[src/rtl/mult_pkg.sv]
// Shared definitions for the multiplier operand sequencer slice.
package mult_pkg;

    localparam int WIDTH_DEF = 16;
    localparam int CNT_W     = 8;

    typedef enum logic [2:0] {
        ST_IDLE,
        ST_START,
        ST_LOAD_A,
        ST_LOAD_B,
        ST_WAIT,
        ST_DONE,
        ST_ERR
    } seq_state_e;

endpackage

[src/rtl/mult_op_fifo.sv]
// Small synchronous FIFO holding operand pairs for the sequencer.
module mult_op_fifo #(
    parameter int DW    = 32,
    parameter int DEPTH = 4
) (
    input  logic          clk,
    input  logic          rst_n,
    input  logic          push,
    input  logic          pop,
    input  logic [DW-1:0] wdata,
    output logic [DW-1:0] rdata,
    output logic          full,
    output logic          empty
);

    localparam int PW = (DEPTH > 1) ? $clog2(DEPTH) : 1;
    localparam logic [PW:0] CNT_FULL = (PW + 1)'(DEPTH);

    logic [DW-1:0] mem [DEPTH];
    logic [PW-1:0] wr_ptr;
    logic [PW-1:0] rd_ptr;
    logic [PW:0]   count;
    logic          do_push;
    logic          do_pop;

    assign full    = (count == CNT_FULL);
    assign empty   = (count == '0);
    assign do_push = push & ~full;
    assign do_pop  = pop & ~empty;
    assign rdata   = mem[rd_ptr];

    // Pointers wrap naturally because DEPTH is a power of two.
    always_ff @(posedge clk or negedge rst_n) begin
        if (!rst_n) begin
            wr_ptr <= '0;
            rd_ptr <= '0;
            count  <= '0;
        end else begin
            if (do_push) wr_ptr <= wr_ptr + 1'b1;
            if (do_pop)  rd_ptr <= rd_ptr + 1'b1;
            case ({do_push, do_pop})
                2'b10:   count <= count + 1'b1;
                2'b01:   count <= count - 1'b1;
                default: count <= count;
            endcase
        end
    end

    // Storage array needs no reset; validity is tracked by count.
    always_ff @(posedge clk) begin
        if (do_push) mem[wr_ptr] <= wdata;
    end

endmodule

[src/rtl/mult_operand_sequencer.sv]
// Feeds buffered (A,B) pairs onto the repeated-addition core's shared data bus.
module mult_operand_sequencer
    import mult_pkg::*;
#(
    parameter int WIDTH   = WIDTH_DEF,
    parameter int DEPTH   = 4,
    parameter int TIMEOUT = 1024
) (
    input  logic             clk,
    input  logic             rst_n,
    input  logic             in_valid,
    output logic             in_ready,
    input  logic [WIDTH-1:0] in_a,
    input  logic [WIDTH-1:0] in_b,
    output logic [WIDTH-1:0] mul_data,
    output logic             mul_start,
    input  logic             mul_done,
    output logic             op_done,
    output logic             err_timeout,
    output logic             busy,
    output logic [CNT_W-1:0] issued_cnt
);

    localparam int TW = (TIMEOUT > 1) ? $clog2(TIMEOUT) : 1;
    localparam logic [TW-1:0] T_LAST = TW'(TIMEOUT - 1);

    seq_state_e         state;
    seq_state_e         state_next;
    logic [WIDTH-1:0]   a_reg;
    logic [WIDTH-1:0]   b_reg;
    logic [TW-1:0]      timer;
    logic               ready_en;
    logic               fifo_full;
    logic               fifo_empty;
    logic               fifo_pop;
    logic               fifo_push;
    logic [2*WIDTH-1:0] fifo_rdata;

    // Producer sees ready only once out of reset and while there is room.
    assign in_ready  = ready_en & ~fifo_full;
    assign fifo_push = in_valid & in_ready;
    assign busy      = (state != ST_IDLE);

    mult_op_fifo #(
        .DW    (2 * WIDTH),
        .DEPTH (DEPTH)
    ) u_fifo (
        .clk   (clk),
        .rst_n (rst_n),
        .push  (fifo_push),
        .pop   (fifo_pop),
        .wdata ({in_a, in_b}),
        .rdata (fifo_rdata),
        .full  (fifo_full),
        .empty (fifo_empty)
    );

    // State register.
    always_ff @(posedge clk or negedge rst_n) begin
        if (!rst_n) state <= ST_IDLE;
        else        state <= state_next;
    end

    // Next-state logic; a still-high done in IDLE blocks a false issue.
    always_comb begin
        state_next = state;
        fifo_pop   = 1'b0;
        case (state)
            ST_IDLE: begin
                if (!fifo_empty && !mul_done && !err_timeout) begin
                    state_next = ST_START;
                    fifo_pop   = 1'b1;
                end
            end
            ST_START:  state_next = ST_LOAD_A;
            ST_LOAD_A: state_next = ST_LOAD_B;
            ST_LOAD_B: state_next = ST_WAIT;
            ST_WAIT: begin
                if (mul_done)             state_next = ST_DONE;
                else if (timer == T_LAST) state_next = ST_ERR;
            end
            ST_DONE:   state_next = ST_IDLE;
            ST_ERR:    state_next = ST_IDLE;
            default:   state_next = ST_IDLE;
        endcase
    end

    // Bus and handshake outputs are decoded from the current state.
    always_comb begin
        mul_data  = '0;
        mul_start = 1'b0;
        op_done   = 1'b0;
        case (state)
            ST_START: begin
                mul_start = 1'b1;
                mul_data  = a_reg;
            end
            ST_LOAD_A: mul_data = a_reg;
            ST_LOAD_B: mul_data = b_reg;
            ST_WAIT:   mul_data = b_reg;
            ST_DONE:   op_done  = 1'b1;
            default:   mul_data = '0;
        endcase
    end

    // Operand latch, wait timer, sticky error, issue counter and ready enable.
    always_ff @(posedge clk or negedge rst_n) begin
        if (!rst_n) begin
            a_reg       <= '0;
            b_reg       <= '0;
            timer       <= '0;
            err_timeout <= 1'b0;
            issued_cnt  <= '0;
            ready_en    <= 1'b0;
        end else begin
            ready_en <= 1'b1;
            if (fifo_pop) begin
                a_reg <= fifo_rdata[2*WIDTH-1:WIDTH];
                b_reg <= fifo_rdata[WIDTH-1:0];
            end
            if (state != ST_WAIT) timer <= '0;
            else                  timer <= timer + 1'b1;
            if (state == ST_WAIT && state_next == ST_ERR) err_timeout <= 1'b1;
            if (state == ST_LOAD_B) issued_cnt <= issued_cnt + 1'b1;
        end
    end

endmodule

[config.mk]
export PLATFORM = sky130hd
export DESIGN_NAME = mult_operand_sequencer
export DESIGN_NICKNAME = d
export VERILOG_FILES = /design/src/rtl/mult_pkg.sv /design/src/rtl/mult_op_fifo.sv /design/src/rtl/mult_operand_sequencer.sv
export SDC_FILE = /design/constraint.sdc
export NUM_CORES = 1
export LEC_CHECK = 0
export CELL_PAD_IN_SITES_DETAIL_PLACEMENT = 0
export CELL_PAD_IN_SITES_GLOBAL_PLACEMENT = 2
export CORE_ASPECT_RATIO = 0.7
export CORE_MARGIN = 2
export CORE_UTILIZATION = 40
export CTS_CLUSTER_SIZE = 12
export DETAILED_ROUTE_END_ITERATION = 10
export GPL_TIMING_DRIVEN = 0
export PLACE_DENSITY = 0.82
export SLEW_MARGIN = 20
export SYNTH_ARGS = -nofsm -noshare
export SYNTH_HDL_FRONTEND = slang
export SYNTH_HIERARCHICAL = 1
export SYNTH_SLANG_ARGS = --single-unit
[constraint.sdc]
create_clock -name clk -period 3.3 [get_ports clk]
set_clock_uncertainty 0.1 [all_clocks]
set_input_delay 0.66 -clock clk [delete_from_list [all_inputs] [get_ports clk]]
set_output_delay 0.66 -clock clk [all_outputs]
set_load 0.02 [all_outputs]
# After elaboration in Yosys (flattened, before gate mapping)
# Memory sizes are Yosys's and may differ from the RTL's. A register that Yosys moved wholly into a read port is not among the register bits.
# Index checks and enable logic that the tools add are counted.
# totals
latch_bits,0
ram_bits,128
mem_count,1
out_inout_bits,29
regBits,30
elab_cells,58
in_bits,36
rom_bits,0
# mem_list
name,words,word_bits,rd,rd_ports_with_merged_regs,write_ports,line,source
u_fifo.mem,4,32,1,1,1,mult_op_fifo.sv:19,logic [DW-1:0] mem [DEPTH];
# classes
div_mod_pow,0
bitwise_logic,6
n_eq_ne,11
mux,13
addsub,6
magnitude_cmp,0
reduce_logical,13
n_shift,0
multipliers,0
# op_table
cell,n
$pmux 16 s2,1
$pmux 3 s5,1
$eq 3x3->1 const B,4
$add 10x1->10 const B,1
$eq 10x10->1 const B,1
$mux 10,1
$mux 3,3
$add 8x1->8 const B,1
$eq 3x2->1 const B,2
$logic_not 3->1,2
$mux 1,6
$pmux 3 s2,1
$add 2x1->2 const B,2
$and 1x1->1,4
$logic_not 1->1,4
$reduce_or 2->1,2
$add 3x1->3 const B,1
$eq 3x1->1 const B,1
$logic_and 1x1->1,3
$ne 3x3->1 const B,1
$reduce_bool 3->1,1
$sub 3x1->3 const B,1
$eq 2x1->1 const B,1
$eq 2x2->1 const B,1
other kinds (2),3

# Depth between registers and ports, before layout
# depth
depth_word,9
mapped_depth,13

# Modules after synthesis
# Netlist, hierarchy kept.
# by_module_without_submodules
mod,instances,area_per_inst_um2,cells_per_inst,seq_area_each_um2
mult_op_fifo,1,5091.1,205,4018.9
mult_operand_sequencer,1,2519.9,186,1376.3

# Worst setup path before layout
# No wires, ideal clock.
# synth_timing
kind,flip-flop to flip-flop
startpoint,register state[2]
endpoint,register u_fifo.count[2]
synth_period_minus_slack_ps,2983
setup_ps,79
n_path_buf,3
slack_ps,317
stages_incl_launch_ff,14
t_arrival_ps,2804
cell_sequence,dfrtp_1 > buf_6 > or3_4 > or4_1 > buf_4 > buf_6 > inv_2 > o31a_1 > ha_1 > inv_1 > fa_1 > xor2_1 > nor2_1 > xor2_1
# synth_via
elab_chain_cells,5
# synth_rtl
item,line,source
"start, declared",mult_operand_sequencer.sv:27,seq_state_e state;
"start signal, assigned",mult_operand_sequencer.sv:61,else state <= state_next;
$logic_not 3->1 *,mult_operand_sequencer.sv:68,case (state)
$mux 1 *,mult_operand_sequencer.sv:68,
via fifo_pop,mult_operand_sequencer.sv:35,logic fifo_pop;
$and 1x1->1 *,mult_op_fifo.sv:29,assign do_pop = pop & ~empty;
via u_fifo.do_pop,mult_op_fifo.sv:24,logic do_pop;
$eq 2x1->1 or $eq 2x2->1 (tied branches),mult_op_fifo.sv:41,"case ({do_push, do_pop})"
$pmux 3 s2 or $reduce_bool 2->1 (tied branches),--,
"end signal, assigned",mult_op_fifo.sv:42,2'b10: count <= count + 1'b1;
"end signal, assigned",mult_op_fifo.sv:43,2'b01: count <= count - 1'b1;
"end signal, assigned",mult_op_fifo.sv:44,default: count <= count;
"end, declared",mult_op_fifo.sv:22,logic [PW:0] count;
# The timed path passes the listed nets; every way through them passes the cells marked *.
# A chain may end at the register's enable or synchronous reset.

# Final worst setup path
# layout_timing
startpoint,register state[0]
endpoint,output port mul_data[13]
# layout_via
elab_chain_cells,3
# layout_rtl
item,line,source
"$eq 3x3->1, or another cell as far along",mult_operand_sequencer.sv:93,case (state)
$reduce_or 2->1 (no line),--,
$pmux 16 s2 *,mult_operand_sequencer.sv:93,
"end, declared",mult_operand_sequencer.sv:15,"output logic [WIDTH-1:0] mul_data,"
# Mark *: on every way between the ends. The rest lies on a longest branch, timed or not.

==> impl_metrics.py <==
metrics = {
    "place": {
        "finalWeightedCongestion": 0.723,
        "dpl_cell_area_um2": 8670,
        "detail_placement_hpwl_mm": 9.52,
        "port-buffer-count": 64,
        "placed_cells_incl_taps": 702,
    },
    "sta": {
        "final_max_slew_viol_count": 0,
        "setup_viol_count_final": 0,
        "hold_violations": 0,
        "final.setup.tns_ns": 0,
        "final_min_period_over_clock_period": 0.958,
        "tightestPinTransition_ns": 0.631,
        "period_minus_slack_ns": 3.16,
        "fmaxAchievable_mhz": 316,
        "grt_setup_unrepaired": "no",
        "slew_headroom": 0.580,
    },
    "final_layout": {
        "synthToLayoutAreaGrowth_pct": 21.4,
        "stdcell_area_um2": 9240,
        "ant_diodes": 0,
        "instances_no_fill": 735,
        "finish.net_count": 525,
        "largest_register_ffs": 128,
        "final_layout_size_suffix_gt1_frac": 0.245,
    },
    "clock_tree": {
        "clkSinkCount": 190,
        "cts-hold-fix-buffers": 0,
        "insertion_delay_ns": 0.43,
        "ctsHtreeMaxLevel": 4,
        "tritoncts.num_buffers": 17,
        "cts_buffer_depth": 2,
        "clk_root_buffer_cell": "clkbuf_16",
        "cts_tree": "done",
        "clkSlewWorstSetupHoldPaths_ns": 0.06,
    },
    "route": {
        "dr_wl_met2_mm": 6.88,
        "route.met3.wl_um": 492,
        "vias_per_cell": 5.15,
        "drtAntennaViolNets": 0,
        "first_pass_iters": 4,
        "drt_first_iter_violations": 165,
        "via_count": 3785,
        "postRouteWirelength_mm": 14.4,
        "avgRoutedWirePerCell_um": 19.7,
        "drc_violation_count_after_routing": 0,
        "dr.max_layer_used": "met4",
        "post_route_m1_wl_mm": 6.98,
    },
    "synth": {
        "synth-async-reset-ratio": 0.326,
        "ff_latch_count_synth": 190,
        "mappedNetlistNets": 435,
        "synth_most_common_cell": "edfxtp_1",
        "ys_top_cells_by_area": "edfxtp_1 51%, dfrtp_1 20%, mux4_2 8.3%",
        "synth-edff-count": 128,
        "synth-seq-area-share": 0.709,
        "cell_taking_the_most_area_after_synthesis": "edfxtp_1",
        "cell_area_synth_um2": 7610,
        "yosys_warnings": 6,
        "number_of_different_library_cells_in_the_post_synthesis_netlist": 47,
        "post_synth_inst_count": 391,
        "synth_area_per_cell_um2": 19.5,
        "ys_top_cells_by_count": "128 x edfxtp_1, 62 x dfrtp_1, 28 x mux2_4, 28 x mux4_2, 16 x a22o_1",
        "yosys.area.top_type_share": 0.505,
        "synth_ff_type": "edfxtp_1",
    },
    "critical_path": {
        "signal_arrival_time_at_the_worst_endpoint_ns": 2.40,
        "worst_r2r_startpoint": "state[2]",
        "cp-end-kind": "primary output",
        "reg2regPathDepth": 13,
        "setup.worst_path.class": "flop to primary output",
        "timing.critical_path.required_ns": 2.54,
        "r2r-end": "u_fifo/count[2]",
        "rrSetupSlack_ns": 0.18,
        "worstSetupStartpoint": "state[0]",
        "worstSetupEndpoint": "mul_data[13]",
        "path_max_fanout": 8,
        "setup.worst_path.start_class": "flop",
    },
    "floorplanning": {
        "chipWidth_um": 169,
        "number_of_core_rows": 42,
        "start_util": 0.406,
        "core_area_um2": 18800,
        "i_o_pin_total": 65,
        "die_area_um2": 20200,
        "floorplan.die.height_um": 119,
    },
    "hold_path": {
        "min_path_type": "input port to async pin",
    },
    "status": {
        "outcome": "finished clean",
    },
    "grt": {
        "global_route.overflow_total": 0,
        "gr-usage-all-layers": 0.155,
        "grt_pass1_wl_mm": 22.9,
        "grt_max_degree": 34,
        "grt_pass1_vias": 3977,
        "antenna_found_initial": 0,
    },
    "pwr": {
        "power.ir.vdd_worst_uv": 416,
        "power.leakage_nw": 3.45,
        "power.density_cell_area_nw_per_um2": 857,
    },
    "run": {
        "drv_cap": 0,
    },
}
==> per-stage QoR <==
| stage | total power, mW | utilization | hold slack, ns | setup slack [ns] |
|---|---|---|---|---|
| final | 7.91 | 0.492 | 0.0748 | 0.140 |
| after global routing | 8.34 | 0.492 | 0.0957 | 0.00832 |
| after CTS | 7.99 | 0.492 | 0.0854 | 0.0202 |
| after detailed placement | 6.12 | 0.462 | 0.364 | -0.248 |
| after global placement | 6.04 | 0.456 | 0.358 | -0.806 |
| after floorplan | 5.12 | - | 0.264 | 0.317 |
==> routing by layer <==
metal,vias to the layer above,GRT usage
met3,10,0.0442
met2,55,0.241
met5,-,0
li1,1704,-
met1,2016,0.222
met4,0,0.0307
==> report_power, final <==
part           switching, mW  internal [mW]
Combinational           1.28           1.47
Sequential             0.271           3.03
Clock                  0.842           1.02
Total                   2.39           5.52
==> timing repair <==
action,CTS,global route
endpoints found under the setup margin,16,1
pin swaps,1,1
resized for setup,18,0
buffers inserted,1,2
cloned,0,0
==> worst max-delay path, stage by stage (launching register included) <==
cell,delay [ns]
dfrtp_1,0.35
buf_2,0.16
or3b_1,0.47
nand2_4,0.18
a22o_1,0.19
clkdlybuf4s50_1,0.62
==> worst min path at each step <==
| stage | start | end | slack [ns] | cells past startpoint |
|---|---|---|---|---|
| after global placement | issued_cnt[7] | issued_cnt[7] | 0.36 | 1 |
| final | rst_n | b_reg[4] | 0.07 | 1 |
| after detailed placement | issued_cnt[7] | issued_cnt[7] | 0.36 | 1 |
| after floorplan | rst_n | a_reg[0] | 0.26 | 0 |
| after CTS | rst_n | a_reg[1] | 0.09 | 1 |
| after global routing | rst_n | a_reg[5] | 0.1 | 1 |
==> placed cells by master, fill, tap and decap left out, types with 6 or more instances in the layout <==
cell type        count
dlygate4sd2_1        9
inv_1               10
nand3_1              6
ha_1                 7
nor2_1               7
clkdlybuf4s50_1     54
xor2_1               8
mux2_4              28
clkbuf_16           17
mux4_2              28
a22o_1              16
buf_12               6
dfrtp_1             62
edfxtp_1           128
xnor2_1              9
==> final cells by class <==
cell class                 count  area, um^2
fill                        1547        9520
sequential                   190        5400
multi-input combinational    172        2030
timing repair buffer          72         764
clock buffer                  18         429
tap                          242         303
buffer                        17         173
clock inverter                13         101
inverter                      11        41.3
==> logic make-up (layout without fill, tap and decap cells) <==
kind of cell	after synthesis	after routing	share of synthesized area
XOR/XNOR	17	17	0.0196
buffers and inverters	29	131	0.0268
AO/OA/AOI/OAI	30	30	0.0289
AND/OR/NAND/NOR	48	48	0.0378
flip-flops	190	190	0.709
adder cells (fa/ha/maj)	8	8	0.0141
other	1	1	0.000493
multiplexers	68	68	0.163
No activity file was read; power rests on OpenSTA's default activity.
